<file path="src/rtl/tube_pkg.sv">
// rtl/tube_pkg.sv - shared constants, state enum and helpers for the tube field
// Contents: LFSR seed and tap mask, gap-shrink constants (used when
// TUBE_GAP_SHRINK_EN is defined), controller state enum, respawn popcount.
package tube_pkg;

    localparam logic [15:0] LFSR_SEED = 16'hACE1;
    // Fibonacci taps 16,14,13,11 -> state bits 15,13,12,10
    localparam logic [15:0] LFSR_TAPS = 16'hB400;

    localparam int GAP_INIT = 60;
    localparam int GAP_STEP = 4;
    localparam int GAP_MIN  = 32;

    typedef enum logic [1:0] {
        IDLE   = 2'd0,
        RUN    = 2'd1,
        FROZEN = 2'd2
    } state_t;

    // Number of tubes respawning this cycle; the vector is padded to 8 bits.
    function automatic logic [3:0] popcount8(input logic [7:0] v);
        logic [3:0] n;
        n = 4'd0;
        for (int i = 0; i < 8; i++) begin
            n = n + {3'd0, v[i]};
        end
        return n;
    endfunction

endpackage

</file>
<file path="src/rtl/lfsr16.sv">
// rtl/lfsr16.sv - free-running 16-bit Fibonacci LFSR
// Ports: clk10 clock; clr sync active-high reset (loads the seed);
//        state current 16-bit register value, advances every cycle.
module lfsr16
    import tube_pkg::*;
(
    input  logic        clk10,
    input  logic        clr,
    output logic [15:0] state
);

    always_ff @(posedge clk10) begin
        if (clr) begin
            state <= LFSR_SEED;
        end else begin
            state <= {state[14:0], ^(state & LFSR_TAPS)};
        end
    end

endmodule

</file>
<file path="src/rtl/tube_field_ctrl.sv">
// rtl/tube_field_ctrl.sv - scrolling tube field: motion, respawn, scoring, levels
// Optional feature macro: TUBE_GAP_SHRINK_EN (adds gap_half output).
// Ports: clk10 game clock; clr sync active-high reset; start level pulse
//        (IDLE->RUN, FROZEN->IDLE); game_end freezes motion while high;
//        tube_x/tube_y packed positions, tube i at [i*X_W +: X_W];
//        score saturating pass count; speed pixels per tick;
//        pass_pulse one cycle when any tube respawned; running high in RUN;
//        gap_half (macro only) field-wide half opening height.
module tube_field_ctrl
    import tube_pkg::*;
#(
    parameter int N_TUBES    = 3,
    parameter int X_W        = 10,
    parameter int X_INIT0    = 404,
    parameter int X_SPACING  = 250,
    parameter int X_LEFT     = 114,
    parameter int X_RESPAWN  = 904,
    parameter int Y_MIN      = 150,
    parameter int RAND_W     = 7,
    parameter int Y_INIT     = 200,
    parameter int SPEED_INIT = 5,
    parameter int SPEED_MAX  = 12,
    parameter int LEVEL_STEP = 10,
    parameter int SCORE_W    = 8
) (
    input  logic                   clk10,
    input  logic                   clr,
    input  logic                   start,
    input  logic                   game_end,
    output logic [N_TUBES*X_W-1:0] tube_x,
    output logic [N_TUBES*X_W-1:0] tube_y,
    output logic [SCORE_W-1:0]     score,
    output logic [4:0]             speed,
    output logic                   pass_pulse,
    output logic                   running
`ifdef TUBE_GAP_SHRINK_EN
    ,output logic [X_W-1:0]        gap_half
`endif
);

    localparam logic [X_W-1:0]     X_LEFT_V    = X_W'(X_LEFT);
    localparam logic [X_W-1:0]     X_RESPAWN_V = X_W'(X_RESPAWN);
    localparam logic [X_W-1:0]     Y_MIN_V     = X_W'(Y_MIN);
    localparam logic [X_W-1:0]     Y_INIT_V    = X_W'(Y_INIT);
    localparam logic [4:0]         SPEED_INIT_V = 5'(SPEED_INIT);
    localparam logic [4:0]         SPEED_MAX_V  = 5'(SPEED_MAX);
    localparam logic [SCORE_W-1:0] LEVEL_V     = SCORE_W'(LEVEL_STEP);
    localparam logic [SCORE_W:0]   SCORE_MAX   = {1'b0, {SCORE_W{1'b1}}};

    state_t        state;
    logic [15:0]   lfsr;
    logic [7:0]    respawn_vec;
    logic [3:0]    k;
    logic [SCORE_W:0]   score_sum;
    logic [SCORE_W-1:0] score_new;
    logic          level_up;
    logic          restart;
    logic [X_W-1:0] x_next [N_TUBES];
    logic [X_W-1:0] y_next [N_TUBES];

    lfsr16 u_lfsr (
        .clk10 (clk10),
        .clr   (clr),
        .state (lfsr)
    );

    // Leaving FROZEN reloads the power-on field, but the LFSR keeps running
    // so the next game gets different gap heights.
    assign restart = (state == FROZEN) && start && !game_end;

    always_comb begin
        logic [15:0] sh;
        sh          = '0;
        respawn_vec = '0;
        for (int i = 0; i < N_TUBES; i++) begin
            respawn_vec[i] = (tube_x[i*X_W +: X_W] <= X_LEFT_V);
            // Shifting by the tube index gives each tube its own offset
            // when several respawn on the same edge.
            sh = lfsr >> i;
            if (respawn_vec[i]) begin
                x_next[i] = X_RESPAWN_V;
                y_next[i] = Y_MIN_V + X_W'(sh[RAND_W-1:0]);
            end else begin
                x_next[i] = tube_x[i*X_W +: X_W] - X_W'(speed);
                y_next[i] = tube_y[i*X_W +: X_W];
            end
        end
    end

    assign k         = popcount8(respawn_vec);
    assign score_sum = {1'b0, score} + (SCORE_W+1)'(k);
    assign score_new = (score_sum > SCORE_MAX) ? SCORE_MAX[SCORE_W-1:0]
                                               : score_sum[SCORE_W-1:0];
    // Crossing a level boundary; a saturated score can never cross again.
    assign level_up  = (score_new / LEVEL_V) > (score / LEVEL_V);

    always_ff @(posedge clk10) begin
        if (clr || restart) begin
            state      <= IDLE;
            running    <= 1'b0;
            pass_pulse <= 1'b0;
            score      <= '0;
            speed      <= SPEED_INIT_V;
            for (int i = 0; i < N_TUBES; i++) begin
                tube_x[i*X_W +: X_W] <= X_W'(X_INIT0 + i*X_SPACING);
                tube_y[i*X_W +: X_W] <= Y_INIT_V;
            end
`ifdef TUBE_GAP_SHRINK_EN
            gap_half   <= X_W'(GAP_INIT);
`endif
        end else begin
            pass_pulse <= 1'b0;
            case (state)
                IDLE: begin
                    if (start && !game_end) begin
                        state   <= RUN;
                        running <= 1'b1;
                    end
                end
                RUN: begin
                    for (int i = 0; i < N_TUBES; i++) begin
                        tube_x[i*X_W +: X_W] <= x_next[i];
                        tube_y[i*X_W +: X_W] <= y_next[i];
                    end
                    score      <= score_new;
                    pass_pulse <= (k != 4'd0);
                    if (level_up) begin
                        speed <= (speed < SPEED_MAX_V) ? speed + 5'd1 : speed;
`ifdef TUBE_GAP_SHRINK_EN
                        gap_half <= (gap_half >= X_W'(GAP_MIN + GAP_STEP))
                                    ? gap_half - X_W'(GAP_STEP) : X_W'(GAP_MIN);
`endif
                    end
                    if (game_end) begin
                        state   <= FROZEN;
                        running <= 1'b0;
                    end
                end
                FROZEN: begin
                    running <= 1'b0;
                end
                default: begin
                    state   <= IDLE;
                    running <= 1'b0;
                end
            endcase
        end
    end

endmodule

</file>
<file path="config.mk">
export PLATFORM = sky130hd
export DESIGN_NAME = tube_field_ctrl
export DESIGN_NICKNAME = d
export VERILOG_FILES = /design/src/rtl/tube_pkg.sv /design/src/rtl/lfsr16.sv /design/src/rtl/tube_field_ctrl.sv
export SDC_FILE = /design/constraint.sdc
export NUM_CORES = 1
export LEC_CHECK = 0
export BUFFER_PORTS_ARGS = -buffer_cell sky130_fd_sc_hd__buf_2
export CORE_UTILIZATION = 39
export DETAILED_ROUTE_END_ITERATION = 12
export PLACE_DENSITY = 0.6
export SETUP_SLACK_MARGIN = 0.5
export SLEW_MARGIN = 30
export SYNTH_ARGS = -nofsm -noshare
export SYNTH_HDL_FRONTEND = slang
export SYNTH_HIERARCHICAL = 1
export SYNTH_SLANG_ARGS = --single-unit
</file>
<file path="constraint.sdc">
create_clock -name clk10 -period 9.27 [get_ports clk10]
set_input_delay 1.854 -clock clk10 [delete_from_list [all_inputs] [get_ports clk10]]
set_output_delay 1.854 -clock clk10 [all_outputs]
set_load 0.03 [all_outputs]
</file>
==> flow_metrics.env, run 1 <==
export IMPL_worst_pin_slew_ns=0.893
export IMPL_crit_slowest_cell="a311oi_1"
export IMPL_syn_area_per_cell_sq_um=8.01
export IMPL_drc=0
export IMPL_finalSetupViolCount=0
export IMPL_post_cts_setup_buffer_count=0
export IMPL_min_period_over_period=0.749
export IMPL_cts_root_buffer="clkbuf_16"
export IMPL_finalWorstPathRequiredPeriod_ns=6.95
export IMPL_hold_buffers=0
export IMPL_antenna_cells=0
export IMPL_filler_cell_count=1332
export IMPL_critPathRequiredTime_ns=9.49
export IMPL_fin_ws_ns=2.32
export IMPL_critPathMaxStageDelay_ns=0.56
export IMPL_maxCapViolations=0
export IMPL_regArea_sq_um=1800
export IMPL_worstSetupPathType="flip-flop to flip-flop"
export IMPL_cp_max_fo=7
export IMPL_synth_area_top_cells="dfxtp_1 (33%), ha_1 (8.2%), nand2_1 (5.1%)"
export IMPL_syn_instance_count=684
export IMPL_slew_viol_final=0
export IMPL_synthArstFlopShare=0
export IMPL_hold_class="flip-flop to flip-flop"
export IMPL_port_buffers=75
export IMPL_cts_resized=0
export IMPL_gp_congestion=0.856
export IMPL_io_pins=79
export IMPL_tns_ns=0
export IMPL_ys_warnings_count=6
export IMPL_status="finished clean"
export IMPL_final_cell_mix="dfxtp_1 (90), nand2_1 (75), buf_2 (75)"
export IMPL_cpMostUsedCell="ha_1"
export IMPL_drtIter0Drc=307
export IMPL_synth_top_area_frac=0.329
export IMPL_maxSlewHeadroom=0.399
export IMPL_multi_input_area_sq_um=3370
export IMPL_skew_ns=0.00646
export IMPL_powerDensity_nw_per_um2=143
export IMPL_p_switching_w=0.000243
export IMPL_pwr_share_seq=0.464
export IMPL_grtUsageTotal=0.199
export IMPL_ant_nets=0
export IMPL_grt_pass1_wl_mm=23.1
export IMPL_vias=5001
export IMPL_fmax_mhz=144
export IMPL_drive_above_1_share=0.150
export IMPL_power_frac_comb=0.121
export IMPL_fin_nets=786
export IMPL_htree_levels=3
export IMPL_p_total_w=0.000894
export IMPL_start_util=0.407
export IMPL_grt_max_degree=38
export IMPL_irDropWorstVdd_mv=0.0886
export IMPL_rsz0062_at_grt="no"
export IMPL_first_global_vias=4676
export IMPL_antenna_found_initial=0
export IMPL_syn_area_sq_um=5480
export IMPL_routed_wl_mm=14.0
export IMPL_cts_tree="done"
export IMPL_grt_ovfl_total=0
export IMPL_clock_power_share=0.415
export IMPL_synth_seq_cells=90
export IMPL_pre_cts_ws_ns=2.40
export IMPL_first_pass_iters=5
export IMPL_seq_area_frac_synth=0.329
export IMPL_hpwl_mm=10.2
export IMPL_synth_edf_count=0
export IMPL_cts_made_buffers=9
export IMPL_crit_arrival_ns=7.17
export IMPL_yosysTopAreaCell="dfxtp_1"
export IMPL_via_per_inst=5.42
export IMPL_hold_viol=0
export IMPL_core_area_sq_um=13500
export IMPL_fin_util=0.465
export IMPL_avgRoutedWirePerCell_microns=15.2
export IMPL_critPathTopFamily="compound AO/OA/AOI/OAI gates"
export IMPL_cts_sinks=90
export IMPL_start_kind="flip-flop"
export IMPL_intPower_w=0.000651
export IMPL_die_h_microns=121
export IMPL_cp_num_buf_inv=4
export IMPL_areaGrowthSynthToFinish_pct=14.3
export IMPL_placementRows=42
export IMPL_synth_main_ff_cell="dfxtp_1"
export IMPL_end_kind="flip-flop"
export IMPL_final_common_cell="dfxtp_1"
export IMPL_dieArea_sq_um=14500
export IMPL_switching_share=0.272
export IMPL_clk_latency_ns=0.35
export IMPL_clk_pin_slew_ns=0.07
export IMPL_clockBufferDepth=2
export IMPL_p_leak_nw=2.57
export IMPL_die_width_microns=121
export IMPL_synth_cell_types=68
[layout make-up]
cell class,instances,share of cell area
Multi-Input combinational cell,519,0.538
Sequential cell,90,0.288
Timing Repair Buffer,80,0.0659
Clock buffer,9,0.0360
Tap cell,176,0.0352
Inverter,41,0.0246
Clock inverter,7,0.0122
[power by group through the flow]
| stage | sequential, W | combinational (W) | clock, W |
|---|---|---|---|
| floorplan | 0.000428 | 0.0000755 | 0 |
| global placement | 0.000422 | 0.000106 | 0 |
| detailed placement | 0.000423 | 0.000107 | 0 |
| CTS | 0.000414 | 0.000108 | 0.000380 |
| global route | 0.000417 | 0.000122 | 0.000396 |
| finish | 0.000415 | 0.000108 | 0.000372 |
[stage by stage]
| step | cells | instance area [sq um] | hold WS, ns |
|---|---|---|---|
| 3_5_place_dp | 906 | 5960 | 0.394 |
| 6_report | 922 | 6260 | 0.401 |
| 2_1_floorplan | 686 | 5480 | 0.383 |
| 5_1_grt | 922 | 6260 | 0.430 |
| 4_1_cts | 922 | 6260 | 0.407 |
| 3_3_place_gp | 906 | 5960 | 0.386 |
[worst paths after layout]
check / start / end / slack, ns / cells past startpoint
setup reg to reg: tube_x[11]$_SDFFE_PP1N_ / speed[1]$_SDFFE_PP0P_ / 2.32 / 31
hold / removal: u_lfsr/state[9]$_SDFF_PP0_ / u_lfsr/state[10]$_SDFF_PP1_ / 0.40 / 1
setup / recovery: tube_x[11]$_SDFFE_PP1N_ / speed[1]$_SDFFE_PP0P_ / 2.32 / 31
hold reg to reg: u_lfsr/state[9]$_SDFF_PP0_ / u_lfsr/state[10]$_SDFF_PP1_ / 0.40 / 1
[sequential cells by signal, summed over array words and instances, names as in the netlist]
signal        flops
score             8
u_lfsr/state     16
pass_pulse        1
tube_y           27
state             2
running           1
tube_x           30
speed             5
[synthesized netlist by cell type (all sizes together) (13+ instances only)]
library cell and instances:
nor3 18, nand2b 15, dfxtp 90, clkbuf 23
xnor2 24, nand3 21, ha 36, inv 41
nand2 75, nor2b 18, a211oi 14, xor2 16
nor2 66, o21ai 40, o211ai 16, a21oi 51
buf 13
[worst register-to-register path, delay by kind of cell, from the launching register on]
family | cells | cell delay (ns)
buffers and inverters | 4 | 0.42
adders and majority gates | 6 | 1.90
muxes | 2 | 0.68
DFF | 1 | 0.38
AOI/OAI and AO/OA | 11 | 2.34
and+or+nand+nor | 8 | 1.09
[cell families after synthesis]
| family | Yosys count | synth area share |
|---|---|---|
| mux | 7 | 0.0146 |
| simple gates | 258 | 0.228 |
| other cells | 1 | 0.000685 |
| flops | 90 | 0.329 |
| compound gates | 169 | 0.204 |
| xor+xnor | 40 | 0.0640 |
| buf+inv | 77 | 0.0571 |
| fa+ha+maj | 42 | 0.102 |
[metal layers]
layer | vias to the layer above | part of all wire | global-route usage
li1 | 2491 | - | -
met1 | 2338 | 0.46 | 0.267
met2 | 159 | 0.47 | 0.320
met3 | 13 | 0.065 | 0.0476
met4 | 0 | 0.0092 | 0.0517
met5 | - | 0 | 0
Note: power is estimated with default switching activity, not from simulation.
==> run 2: changes to the inputs <==
- clock period: 9.27 -> 7.1 ns (I/O delays scaled with it)
==> run 2 against run 1 <==
Clock-buffer cell count did not move; power up 27%; via count grew 0.82%; critical path depth decreased by 2; critical endpoint is now speed[2]$_SDFFE_PP1P_; design area is 1.9% higher; sequential power grew 31%; setup slack got worse by 1.5 ns; critical path type unchanged; core utilization is 0.87 points higher.
==> flow_metrics.env, run 2 (synthesis gave the netlist of run 1 again) <==
export IMPL_first_pass_iters=5
export IMPL_avgRoutedWirePerCell_microns=15.5
export IMPL_die_h_microns=121
export IMPL_htree_levels=3
export IMPL_ant_nets=0
export IMPL_powerDensity_nw_per_um2=178
export IMPL_grt_max_degree=35
export IMPL_slew_viol_final=0
export IMPL_maxSlewHeadroom=0.436
export IMPL_dieArea_sq_um=14500
export IMPL_via_per_inst=5.42
export IMPL_cts_root_buffer="clkbuf_16"
export IMPL_status="finished clean"
export IMPL_gp_congestion=0.933
export IMPL_fin_nets=795
export IMPL_finalSetupViolCount=0
export IMPL_antenna_found_initial=0
export IMPL_first_global_vias=4699
export IMPL_r2r_start="tube_x[10]$_SDFFE_PP0N_"
export IMPL_rsz0062_at_grt="no"
export IMPL_crit_arrival_ns=6.49
export IMPL_crit_slowest_cell="fa_1"
export IMPL_drc=0
export IMPL_die_width_microns=121
export IMPL_areaGrowthSynthToFinish_pct=16.5
export IMPL_placementRows=42
export IMPL_clk_pin_slew_ns=0.06
export IMPL_cts_tree="done"
export IMPL_start_util=0.407
export IMPL_p_leak_nw=2.62
export IMPL_skew_ns=0.00778
export IMPL_hold_class="flip-flop to flip-flop"
export IMPL_fin_util=0.474
export IMPL_vias=5042
export IMPL_cts_made_buffers=9
export IMPL_worstSetupPathType="flip-flop to flip-flop"
export IMPL_dpl_cell_count=908
export IMPL_irDropWorstVdd_mv=0.128
export IMPL_fmax_mhz=160
export IMPL_clk_latency_ns=0.34
export IMPL_grt_pass1_wl_mm=23.2
export IMPL_core_area_sq_um=13500
export IMPL_cp_num_buf_inv=4
export IMPL_final_cell_mix="dfxtp_1 (87), nand2_1 (75), buf_2 (75)"
export IMPL_port_buffers=75
export IMPL_fin_cells=931
export IMPL_grt_ovfl_total=0
export IMPL_final_common_cell="dfxtp_1"
export IMPL_largest_reg_flops=30
export IMPL_cpMostUsedCell="ha_1"
export IMPL_hpwl_mm=10.3
export IMPL_top_register="tube_x"
export IMPL_reg_top3="tube_x x30, tube_y x27, u_lfsr/state x16"
export IMPL_maxCapViolations=0
export IMPL_finalWorstPathRequiredPeriod_ns=6.27
export IMPL_cp_max_fo=7
export IMPL_cp_startpoint="tube_x[10]$_SDFFE_PP0N_"
export IMPL_drive_above_1_share=0.181
export IMPL_io_pins=79
export IMPL_fin_ws_ns=0.832
export IMPL_critPathRequiredTime_ns=7.32
export IMPL_clockBufferDepth=2
export IMPL_start_kind="flip-flop"
export IMPL_routed_wl_mm=14.5
export IMPL_critPathMaxStageDelay_ns=0.46
export IMPL_worst_pin_slew_ns=0.838
export IMPL_grtUsageTotal=0.201
export IMPL_critPathTopFamily="compound AO/OA/AOI/OAI gates"
export IMPL_tns_ns=0
export IMPL_end_kind="flip-flop"
export IMPL_antenna_cells=0
export IMPL_hold_viol=0
export IMPL_min_period_over_period=0.883
export IMPL_pre_cts_ws_ns=0.250
export IMPL_holdCritStartpoint="u_lfsr/state[9]$_SDFF_PP0_"
export IMPL_hold_buffers=0
export IMPL_cts_sinks=90
export IMPL_drtIter0Drc=285
run 2: cell types whose count changed in the layout (fill, tap and decap cells not counted), sizes merged:
| cell | previous run | this run |
|---|---|---|
| buf | 80 | 89 |
| bufinv | 1 | 0 |
| clkinv | 3 | 2 |
| clkinvlp | 1 | 2 |
| inv | 43 | 44 |
run 2: path summary, 6_finish.rpt:
| kind | endpoint | slack, ns | cells after the start |
|---|---|---|---|
| setup / recovery | speed[2]$_SDFFE_PP1P_ | 0.83 | 29 |
| hold / removal | u_lfsr/state[10]$_SDFF_PP1_ | 0.41 | 1 |
| setup reg to reg | speed[2]$_SDFFE_PP1P_ | 0.83 | 29 |
| hold reg to reg | u_lfsr/state[10]$_SDFF_PP1_ | 0.41 | 1 |
run 2: area by class of cell:
type | count | area, sq um
clock inverter | 7 | 51.3
timing repair buffer | 89 | 480
multi-input combinational | 519 | 3440
fill | 1368 | 7070
inverter | 41 | 156
tap | 176 | 220
clock buffer | 9 | 225
sequential | 90 | 1810
run 2: where the power goes:
part	internal [W]	switching, W	total (W)
combinational	0.0000566	0.0000890	0.000146
clock	0.000240	0.000205	0.000445
sequential	0.000520	0.0000225	0.000543
total	0.000816	0.000317	0.00113
run 2: repair_timing:
item | in CTS | in global routing
endpoints found under the setup margin | 4 | 4
gates resized for setup | 2 | 18
setup buffers | 2 | 5
pin swaps | 2 | 4
run 2: per-stage QoR:
step / total power (W) / hold slack, ns / area (sq um)
floorplan: 0.000658 / 0.383 / 5480
global placement: 0.000690 / 0.392 / 5980
detailed placement: 0.000693 / 0.393 / 5980
CTS: 0.00115 / 0.415 / 6280
global route: 0.00119 / 0.427 / 6380
finish: 0.00113 / 0.414 / 6380
run 2: per-layer routing:
metal  vias up  global-route usage  wire length [microns]
met5         -                   0                      0
met4         0              0.0664                    226
met3        23              0.0448                    709
met2       139               0.321                   6770
met1      2370               0.268                   6760
li1       2510                   -                      -
run 2: worst register-to-register path, delay by kind of cell, from the launching register on:
family	cells	cell delay [ns]
flip-flops	1	0.35
AO/OA/AOI/OAI	11	2.09
AND/OR/NAND/NOR	8	1.44
adder cells (fa/ha/maj)	6	1.88
buffers and inverters	4	0.39
